===== config.mk =====
export PLATFORM = sky130hd
export DESIGN_NAME = viterbi_decoder
export DESIGN_NICKNAME = d
export VERILOG_FILES = /design/src/rtl/viterbi_decoder_pkg.sv /design/src/rtl/viterbi_decoder_acs.sv /design/src/rtl/viterbi_decoder.sv
export SDC_FILE = /design/constraint.sdc
export NUM_CORES = 1
export LEC_CHECK = 0
export CORE_ASPECT_RATIO = 0.9
export CORE_MARGIN = 1.5
export CORE_UTILIZATION = 60
export CTS_BUF_LIST = sky130_fd_sc_hd__clkbuf_4
export CTS_CLUSTER_DIAMETER = 30
export CTS_CLUSTER_SIZE = 8
export DETAILED_ROUTE_END_ITERATION = 12
export DONT_BUFFER_PORTS = 1
export PLACE_DENSITY = 0.85
export SLEW_MARGIN = 15
export SYNTH_ARGS = -nofsm -noshare
export SYNTH_HDL_FRONTEND = slang
export SYNTH_HIERARCHICAL = 1
export SYNTH_SLANG_ARGS = --single-unit

===== constraint.sdc =====
create_clock -name clk -period 3.5 [get_ports clk]
set_input_delay 0.525 -clock clk [delete_from_list [all_inputs] [get_ports clk]]
set_output_delay 0.525 -clock clk [all_outputs]
set_load 0.1 [all_outputs]

===== src/rtl/viterbi_decoder_pkg.sv =====
// Shared definitions for the hard-decision Viterbi decoder: code limits,
// FSM state encoding and the Hamming branch-metric helper.
package viterbi_decoder_pkg;

  localparam int MAX_CODE_RATE         = 3;
  localparam int MAX_CONSTRAINT_LENGTH = 7;

  typedef enum logic [1:0] {
    ST_IDLE  = 2'd0,
    ST_ACS   = 2'd1,
    ST_TRACE = 2'd2,
    ST_DONE  = 2'd3
  } state_t;

  // sr must be zero above bit K-1 so that unused polynomial bits drop out.
  function automatic logic [1:0] branch_metric(
    input logic [MAX_CONSTRAINT_LENGTH-1:0]               sr,
    input logic [MAX_CODE_RATE*MAX_CONSTRAINT_LENGTH-1:0] polys,
    input logic                                           rate,
    input logic [MAX_CODE_RATE-1:0]                       rx
  );
    logic [1:0] bm;
    bm = '0;
    for (int j = 0; j < MAX_CODE_RATE; j++) begin
      if (j < 2 || rate) begin
        bm = bm + {1'b0, (^(sr & polys[j*MAX_CONSTRAINT_LENGTH +: MAX_CONSTRAINT_LENGTH])) ^ rx[j]};
      end
    end
    return bm;
  endfunction

endpackage


===== src/rtl/viterbi_decoder_acs.sv =====
// Single-state add-compare-select: picks the cheaper of two incoming
// branches; ties resolve to predecessor b=0.
module viterbi_acs_unit #(
  parameter int PM_W = 8
) (
  input  logic [PM_W-1:0] i_pm0,
  input  logic [PM_W-1:0] i_pm1,
  input  logic [1:0]      i_bm0,
  input  logic [1:0]      i_bm1,
  output logic [PM_W-1:0] o_pm,
  output logic            o_dec
);

  logic [PM_W-1:0] w_sum0;
  logic [PM_W-1:0] w_sum1;

  assign w_sum0 = i_pm0 + {{(PM_W-2){1'b0}}, i_bm0};
  assign w_sum1 = i_pm1 + {{(PM_W-2){1'b0}}, i_bm1};
  assign o_dec  = (w_sum1 < w_sum0);
  assign o_pm   = o_dec ? w_sum1 : w_sum0;

endmodule


===== src/rtl/viterbi_decoder.sv =====
// Frame-based hard-decision Viterbi decoder: per-symbol ACS over all states,
// survivor storage, then a FRAME_LEN-cycle traceback from state 0.
module viterbi_decoder
  import viterbi_decoder_pkg::*;
#(
  parameter int K         = 3,
  parameter int FRAME_LEN = 32,
  parameter int PM_W      = 8
) (
  input  logic                                           clk,
  input  logic                                           rst,
  input  logic                                           i_code_rate,
  input  logic [MAX_CODE_RATE*MAX_CONSTRAINT_LENGTH-1:0] i_gen_poly,
  input  logic                                           i_rx_valid,
  input  logic [MAX_CODE_RATE-1:0]                       i_rx_sym,
  output logic                                           o_rx_ready,
  output logic [FRAME_LEN-1:0]                           o_dec_data,
  output logic [PM_W-1:0]                                o_dec_metric,
  output logic                                           o_dec_done
);

  localparam int NS = 1 << (K - 1);
  localparam int TW = $clog2(FRAME_LEN);
  localparam logic [PM_W-1:0] PM_INIT = {2'b01, {(PM_W-2){1'b0}}};

  state_t               r_state;
  logic                 r_ready;
  logic [TW-1:0]        r_t;
  logic [K-2:0]         r_tb_state;
  logic [FRAME_LEN-1:0] r_dec_work;
  logic [FRAME_LEN-1:0] r_dec_data;
  logic [PM_W-1:0]      r_dec_metric;
  logic                 r_done;
  logic [NS-1:0]        r_surv [FRAME_LEN];

  logic [PM_W-1:0]      w_pm [NS];
  logic [NS-1:0]        w_dec;
  logic                 w_hs;
  logic                 w_tb_bit;

  assign w_hs         = i_rx_valid & r_ready;
  assign w_tb_bit     = r_surv[r_t][r_tb_state];
  assign o_rx_ready   = r_ready & ~rst;
  assign o_dec_data   = r_dec_data;
  assign o_dec_metric = r_dec_metric;
  assign o_dec_done   = r_done;

  // Both branches into state s share input bit s[K-2]; the register
  // contents along branch b are therefore {s, b}.
  generate
    for (genvar gi = 0; gi < NS; gi++) begin : g_state
      localparam logic [PM_W-1:0] PM_RST = (gi == 0) ? '0 : PM_INIT;
      logic [PM_W-1:0] r_pm;
      logic [PM_W-1:0] w_pm_next;
      logic [1:0]      w_bm0;
      logic [1:0]      w_bm1;

      assign w_bm0 = branch_metric(MAX_CONSTRAINT_LENGTH'(2 * gi), i_gen_poly, i_code_rate, i_rx_sym);
      assign w_bm1 = branch_metric(MAX_CONSTRAINT_LENGTH'(2 * gi + 1), i_gen_poly, i_code_rate, i_rx_sym);

      viterbi_acs_unit #(.PM_W(PM_W)) u_acs (
        .i_pm0 (w_pm[(2 * gi) % NS]),
        .i_pm1 (w_pm[(2 * gi + 1) % NS]),
        .i_bm0 (w_bm0),
        .i_bm1 (w_bm1),
        .o_pm  (w_pm_next),
        .o_dec (w_dec[gi])
      );

      always_ff @(posedge clk or posedge rst) begin
        if (rst) begin
          r_pm <= PM_RST;
        end else if (r_state == ST_DONE) begin
          r_pm <= PM_RST;
        end else if (w_hs) begin
          r_pm <= w_pm_next;
        end
      end

      assign w_pm[gi] = r_pm;
    end
  endgenerate

  // Survivor memory keeps its contents across reset; every row is rewritten before it is read.
  always_ff @(posedge clk) begin
    if (w_hs) begin
      r_surv[r_t] <= w_dec;
    end
  end

  always_ff @(posedge clk or posedge rst) begin
    if (rst) begin
      r_state      <= ST_IDLE;
      r_ready      <= 1'b1;
      r_t          <= '0;
      r_tb_state   <= '0;
      r_dec_work   <= '0;
      r_dec_data   <= '0;
      r_dec_metric <= '0;
      r_done       <= 1'b0;
    end else begin
      r_done <= 1'b0;
      case (r_state)
        ST_IDLE: begin
          if (w_hs) begin
            r_t     <= r_t + 1'b1;
            r_state <= ST_ACS;
          end
        end
        ST_ACS: begin
          if (w_hs) begin
            if (r_t == TW'(FRAME_LEN - 1)) begin
              r_tb_state <= '0;
              r_ready    <= 1'b0;
              r_state    <= ST_TRACE;
            end else begin
              r_t <= r_t + 1'b1;
            end
          end
        end
        ST_TRACE: begin
          r_dec_work[r_t] <= r_tb_state[K-2];
          r_tb_state      <= {r_tb_state[K-3:0], w_tb_bit};
          if (r_t == '0) begin
            r_state <= ST_DONE;
          end else begin
            r_t <= r_t - 1'b1;
          end
        end
        ST_DONE: begin
          r_dec_data   <= r_dec_work;
          r_dec_metric <= w_pm[0];
          r_done       <= 1'b1;
          r_t          <= '0;
          r_ready      <= 1'b1;
          r_state      <= ST_IDLE;
        end
        default: r_state <= ST_IDLE;
      endcase
    end
  end

endmodule


# Yosys cells after proc, flatten, opt, wreduce, memory -nomap -nowiden
# Memory sizes are Yosys's and may differ from the RTL's.
# Index checks and enable logic that the tools add are counted.
# classes
n_addsub	26
mul	0
n_div	0
order_cmp	7
n_eq_ne	10
shift	0
muxes	44
bitwise_logic	24
reduce_logical	31
# ops
operator	count
$reduce_xor A7 Y1	21
$mux W8	12
$add A8 B2 Y8	8
$bwmux W32	1
$lt A8 B8 Y1	4
$mux W2	14
$xor A1 B1 Y1	21
$mux W5	4
$pmux W5 S4	1
$add A1 B1 Y2	8
$add A2 B1 Y2	8
$ne A2 B2 Y1 const B	6
$pmux W2 S4	1
$reduce_and A4 Y1	2
$mux W1	7
$lt A5 B6 Y1 const B	1
$reduce_and A3 Y1	2
$reduce_bool A2 Y1	3
$add A5 B1 Y5 const B	1
$demux W1 S5	1
$eq A5 B5 Y1 const B	1
$ge A5 B1 Y1 const B	1
$logic_not A5 Y1	1
$sub A5 B1 Y5 const B	1
other kinds (10)	12
# totals
reg_bits	115
latch_bits	0
mem_bits_rw	128
rom_bits	0
inputBits	28
wordCells	155
memories	1
# memory_table
name	depth	word_bits	read_ports	rd_clocked_by_memory_dff	wr	line	source
r_surv	32	4	1	0	1	viterbi_decoder.sv:34	logic [NS-1:0] r_surv [FRAME_LEN];

# Longest topological paths before layout
# logic_depth
ltp_word	10
mapped_depth	20

# Modules after synthesis
# Netlist, hierarchy kept.
# by_module_without_submodules
mod	n_inst	cells_each	area_each_um2	seq_area_each_um2
viterbi_decoder	1	767	10800.4	6726.5
viterbi_acs_unit	4	74	566.8	0.0

# Least setup slack after synthesis
# OpenSTA, ideal clock, no wires.
# synth_path
path_type	input to register
start	input i_gen_poly[7]
end	register g_state[3].r_pm[0]
setup_time_ps	136
arrival_time_ps	4184
t_required_ps	3364
setup_slack_ps	-820
stages	20
path_cell_list	xnor2_1 > xnor2_1 > xor2_1 > fa_1 > mux2_2 > ha_1 > inv_1 > fa_1 > nand3b_1 > nor2_1 > xnor2_1 > inv_1 > ha_1 > nand2_1 > o21ai_0 > a31oi_1 > buf_6 > mux2_4 > nand2_1 > a21oi_1
# synth_via
elab_chain_cells	10
# synth_rtl
element	line	source
start: declaration	viterbi_decoder.sv:13	input logic [MAX_CODE_RATE*MAX_CONSTRAINT_LENGTH-1:0] i_gen_poly,
$reduce_xor A7 Y1 *	viterbi_decoder_pkg.sv:26	bm = bm + {1'b0, (^(sr & polys[j*MAX_CONSTRAINT_LENGTH +: MAX_CONSTRAINT_LENGTH])) ^ rx[j]};
$xor A1 B1 Y1 *	viterbi_decoder_pkg.sv:26	
$add A1 B1 Y2 *	viterbi_decoder_pkg.sv:26	
$add A2 B1 Y2	viterbi_decoder_pkg.sv:26	
$mux W2 *	viterbi_decoder_pkg.sv:25	if (j < 2 || rate) begin
named net g_state[3].w_bm1[0]	viterbi_decoder.sv:56	logic [1:0] w_bm1;
$add A8 B2 Y8 *	viterbi_decoder_acs.sv:18	assign w_sum1 = i_pm1 + {{(PM_W-2){1'b0}}, i_bm1};
$lt A8 B8 Y1 *	viterbi_decoder_acs.sv:19	assign o_dec = (w_sum1 < w_sum0);
named net w_dec[3]	viterbi_decoder.sv:37	logic [NS-1:0] w_dec;
$mux W8 *	viterbi_decoder_acs.sv:20	assign o_pm = o_dec ? w_sum1 : w_sum0;
named net g_state[3].w_pm_next[0]	viterbi_decoder.sv:54	logic [PM_W-1:0] w_pm_next;
$mux W8 *	viterbi_decoder.sv:75	end else if (w_hs) begin
$mux W8 *	viterbi_decoder.sv:73	end else if (r_state == ST_DONE) begin
end signal: assignment	viterbi_decoder.sv:76	r_pm <= w_pm_next;
end: declaration	viterbi_decoder.sv:53	logic [PM_W-1:0] r_pm;
# The timed path passes the listed nets; every way through them passes the cells marked *. The select of a mux whose other input is x is not followed.
# A chain may end at the register's enable or synchronous reset.

# Final worst setup path
# layout_path
start	input i_gen_poly[7]
end	register g_state[0].r_pm[0]
# layout_via
elab_chain_cells	10
# layout_rtl
element	line
$reduce_xor A7 Y1 *	viterbi_decoder_pkg.sv:26
$xor A1 B1 Y1 *	viterbi_decoder_pkg.sv:26
$add A1 B1 Y2 *	viterbi_decoder_pkg.sv:26
$add A2 B1 Y2	viterbi_decoder_pkg.sv:26
$mux W2 *	viterbi_decoder_pkg.sv:25
named net g_state[0].w_bm1[0]	viterbi_decoder.sv:56
$add A8 B2 Y8 *	viterbi_decoder_acs.sv:18
$lt A8 B8 Y1 *	viterbi_decoder_acs.sv:19
named net w_dec[0]	viterbi_decoder.sv:37
$mux W8 *	viterbi_decoder_acs.sv:20
named net g_state[0].w_pm_next[0]	viterbi_decoder.sv:54
$mux W8 *	viterbi_decoder.sv:75
$mux W8 *	viterbi_decoder.sv:73
end signal: assignment	viterbi_decoder.sv:76
end: declaration	viterbi_decoder.sv:53
# Marked as above.

==> key figures <==
Status
  – Outcome: finished, violations left
  – Failing checks: negative setup slack

Placed design
  – Sum of net half-perimeters after detailed placement: 19,790 um
  – Port-buffer cells: 0
  – Placed standard-cell area: 13,970 um2
  – GP Congestion: 0.8513

Power and ir drop
  – Leakage power of the design: 6.148 nW
  – Maximum ir drop on the vdd rail: 0.0002721 V
  – Power density over the cells: about 430 nW/um2
  – Pwr Total: 6.546 mW

Synthesis
  – Post-synthesis net count: 1,165
  – Top flip-flop cell by instance count after synthesis: sky130_fd_sc_hd__edfxtp_1
  – Share of synthesized area occupied by flip-flops and latches: 51.47%
  – Synthesis Warnings: 6
  – Async set or reset register ratio after synthesis: 47.33%
  – Cell area after synthesis: 13,070 um2
  – Post-synthesis cell count: 1,063
  – Number of flip-flops and latches in the synthesized netlist: 243
  – Post-Syn Area per Cell: 12.29 um2
  – Number of flops mapped to enable cells by yosys: 128
  – Number of distinct library cells after synthesis: 64

Critical path
  – Crit path max fanout: 4
  – Number of cells traversed by the worst register-to-register path: 13
  – Type of the worst setup path: input port to flip-flop
  – Arrival time at the worst endpoint: 4.14 ns
  – Worst setup path endpoint: g_state[0].r_pm[0]
  – CP Capture Type: flip-flop
  – CP startpoint: i_gen_poly[7]
  – Worst endpoint required time: 4.05 ns
  – Reg2Reg Capture Point: g_state[3].r_pm[1]
  – Reg-to-reg critical path startpoint: g_state[2].r_pm[1]
  – Register-to-register path setup slack: 0.39 ns
  – Startpoint class of the critical path: input port

Routing
  – Vias post-DR: 8,848
  – Post-route ant nets: 0
  – Number of DRC violations after detailed routing: 0
  – DR WL/cell: 20.55 um
  – Drt total wl: approximately 30,000 um
  – Drt first-iter violations: 900
  – Initial DRT Pass Iterations: 6
  – Number of vias per cell: 5.986

Floorplanning
  – Die outline area: about 23,000 um2
  – Y dimension of the die: 143.0 um
  – Core region area: between 20,000 and 25,000 um2
  – Num ports: 70
  – Effective utilization at floorplan: about three fifths
  – Floorplan die width: approximately 160 um
  – Site Rows: slightly above 50

Timing
  – Total of endpoints with negative setup slack in the final report: 35
  – Final Cycle Share: 102.7%
  – Final worst slack: -0.09498 ns
  – Slew at the pin with the worst max-slew slack: 0.9387 ns
  – Clock period minus worst slack: 3.595 ns
  – Maximum clock skew at final layout: 0.06889 ns
  – Hold Vio Cnt, Final: 0
  – Headroom to the max-slew limit: 37.42%
  – Unrepaired setup endpoints after global routing: yes
  – Final max-slew violation count: 0
  – FMAX: 0.2782 GHz

Global route
  – Maximum number of pins on one net before global-route repair: 65
  – Number of antenna violations at the first check in global routing: 1
  – GRT Total Usage: 25.97%
  – Number of global-route vias before repair: a little under 9,000
  – Congestion Overflow GR: 0
  – Wire length of the first global-routing pass: ~45,000 um

Clocking
  – Deepest clock path buffer count: 3
  – CTS tree: yes
  – Max H-tree Level: 2
  – Source-to-sink clock delay at the later pin of the worst-skew pair: between 0.6 and 0.7 ns
  – Root buffer cell: sky130_fd_sc_hd__clkbuf_4
  – # clock sinks: 243
  – Clock buffer count from CTS: 42
  – Clock slew seen by the registers of the worst setup and hold paths: 0.10 ns

Finish
  – Number of nets at the end of the flow: approximately 1,300
  – Fraction of final layout cells with drive strength greater than 1: 32.97%
  – Growth of design area from synthesis to finish: 16.46%
  – Final Instance Area: 15,220 um2

Run
  – Max_cap viols: 0

Min path
  – Type of the most critical hold path: input port to asynchronous set/reset pin
stage by stage:
stage	utilization [%]	cells	hold slack [ns]	setup WS [ns]	TNS [ns]
floorplan	-	1063	0.4736	-0.5725	-22.01
global route	70.77	1478	0.1899	-0.1975	-5.770
global placement	64.99	1380	0.3086	-0.6209	-82.35
finish	70.77	1478	0.2213	-0.09498	-0.9103
detailed placement	64.99	1380	0.3057	-0.7421	-102.61
CTS	67.96	1458	0.1866	-0.01930	-0.02108
logic make-up (layout without fill, tap and decap cells):
family	count (synthesis)	count (layout)	synth area share (%)
adder cells (fa/ha/maj)	74	74	8.005
other	0	1	0
AND/OR/NAND/NOR	291	291	10.34
flip-flops	243	243	51.47
buffers and inverters	110	233	4.270
XOR/XNOR	73	73	4.893
AO/OA/AOI/OAI	110	110	5.199
multiplexers	162	162	15.82
synth_stat cells, types with 8 or more instances:
cell type	n	share of area, %
sky130_fd_sc_hd__edfxtp_1	128	29
sky130_fd_sc_hd__dfrtp_1	111	21
sky130_fd_sc_hd__nand2_1	111	3.2
sky130_fd_sc_hd__mux2_2	89	7.7
sky130_fd_sc_hd__nor2_1	88	2.5
sky130_fd_sc_hd__ha_1	58	5.6
sky130_fd_sc_hd__a21oi_1	56	2.1
sky130_fd_sc_hd__inv_1	56	1.6
sky130_fd_sc_hd__xnor2_1	44	2.9
sky130_fd_sc_hd__mux2i_1	43	3.3
sky130_fd_sc_hd__xor2_1	29	1.9
sky130_fd_sc_hd__mux4_2	25	4.3
sky130_fd_sc_hd__clkbuf_1	21	0.60
sky130_fd_sc_hd__nand3_1	21	0.80
sky130_fd_sc_hd__o21ai_0	17	0.65
sky130_fd_sc_hd__fa_1	16	2.5
sky130_fd_sc_hd__buf_6	14	1.2
sky130_fd_sc_hd__nor3_1	14	0.54
sky130_fd_sc_hd__buf_2	13	0.50
sky130_fd_sc_hd__nand2b_1	13	0.62
sky130_fd_sc_hd__nand3b_1	11	0.63
sky130_fd_sc_hd__nor2b_1	9	0.43
sky130_fd_sc_hd__a31oi_1	8	0.38
critical path, cell delays in order:
cell                       delay (ns)
sky130_fd_sc_hd__xnor2_4         0.22
sky130_fd_sc_hd__buf_6           0.15
sky130_fd_sc_hd__buf_4           0.10
sky130_fd_sc_hd__inv_2           0.04
sky130_fd_sc_hd__fa_1            0.51
sky130_fd_sc_hd__mux2_4          0.15
sky130_fd_sc_hd__ha_4            0.12
sky130_fd_sc_hd__inv_1           0.05
sky130_fd_sc_hd__fa_2            0.35
sky130_fd_sc_hd__nand3b_1        0.22
sky130_fd_sc_hd__nor2_2          0.14
sky130_fd_sc_hd__xnor2_1         0.16
sky130_fd_sc_hd__inv_1           0.08
sky130_fd_sc_hd__ha_1            0.32
sky130_fd_sc_hd__nand2_2         0.12
sky130_fd_sc_hd__o21ai_2         0.09
sky130_fd_sc_hd__a31oi_4         0.20
sky130_fd_sc_hd__buf_12          0.14
sky130_fd_sc_hd__mux2_4          0.29
sky130_fd_sc_hd__nand2_1         0.08
sky130_fd_sc_hd__a21oi_1         0.08
cells in the final DEF, fill, tap and decap left out, types with 25 or more instances in the layout:
master                     Yosys  layout
sky130_fd_sc_hd__edfxtp_1    128     128
sky130_fd_sc_hd__mux2i_1      43      42
sky130_fd_sc_hd__clkbuf_4      0      61
sky130_fd_sc_hd__ha_1         58      45
sky130_fd_sc_hd__a21oi_1      56      42
sky130_fd_sc_hd__buf_4         2      79
sky130_fd_sc_hd__dfrtp_1     111     109
sky130_fd_sc_hd__nor2_1       88      81
sky130_fd_sc_hd__nand2_1     111     105
sky130_fd_sc_hd__mux4_2       25      25
sky130_fd_sc_hd__mux2_2       89      84
sky130_fd_sc_hd__inv_1        56      53
sky130_fd_sc_hd__xnor2_1      44      32
layer usage:
| layer | up-vias | GRT usage [%] | share of wire, % |
|---|---|---|---|
| met2 | 386 | 44.27 | 51 |
| met1 | 4410 | 31.93 | 39 |
| li1 | 3954 | - | - |
| met5 | - | 0 | 0 |
| met4 | 0 | 10.77 | 3.6 |
| met3 | 98 | 5.857 | 6.6 |
how the worst min path moves through the flow:
stage | start | end | slack, ns | cells after the start
final | rst | r_dec_work[5] | 0.22 | 2
after global routing | rst | r_dec_work[5] | 0.19 | 2
after CTS | rst | r_dec_work[5] | 0.19 | 2
after detailed placement | rst | o_dec_data[3] | 0.31 | 1
after global placement | rst | o_dec_done | 0.31 | 1
after floorplan | r_dec_work[12] | r_dec_work[12] | 0.47 | 1
timing repair:
item                       CTS  global route
setup buffers                1            17
gates cloned                 0             2
pin swaps                    5            31
gates resized for setup      8            87
hold buffers                 1             0
setup endpoints to repair   11           151
hold endpoints to repair    92             0
state kept, by name (all words and copies together), names as in the netlist:
signal	count
g_state.r_pm	32
r_tb_state	2
o_dec_done	1
o_dec_metric	8
r_surv	128
r_t	5
o_dec_data	32
r_state	2
r_ready	1
r_dec_work	32
cell type report:
class                           instances  area, um2
Fill cell                            1355       6286
Timing Repair Buffer                  101      934.6
Tap cell                              291      364.1
Inverter                               56      214.0
Antenna cell                            1      2.502
Sequential cell                       243       6729
Clock buffer                           61      457.9
Clock inverter                         15      136.4
Multi-Input combinational cell        710       6380
where the power goes:
group | switching [mW] | internal [mW]
clock | 1.07 | 0.971
sequential | 0 | 3.22
combinational | 0.633 | 0.659
No activity file was read; power rests on OpenSTA's default activity.
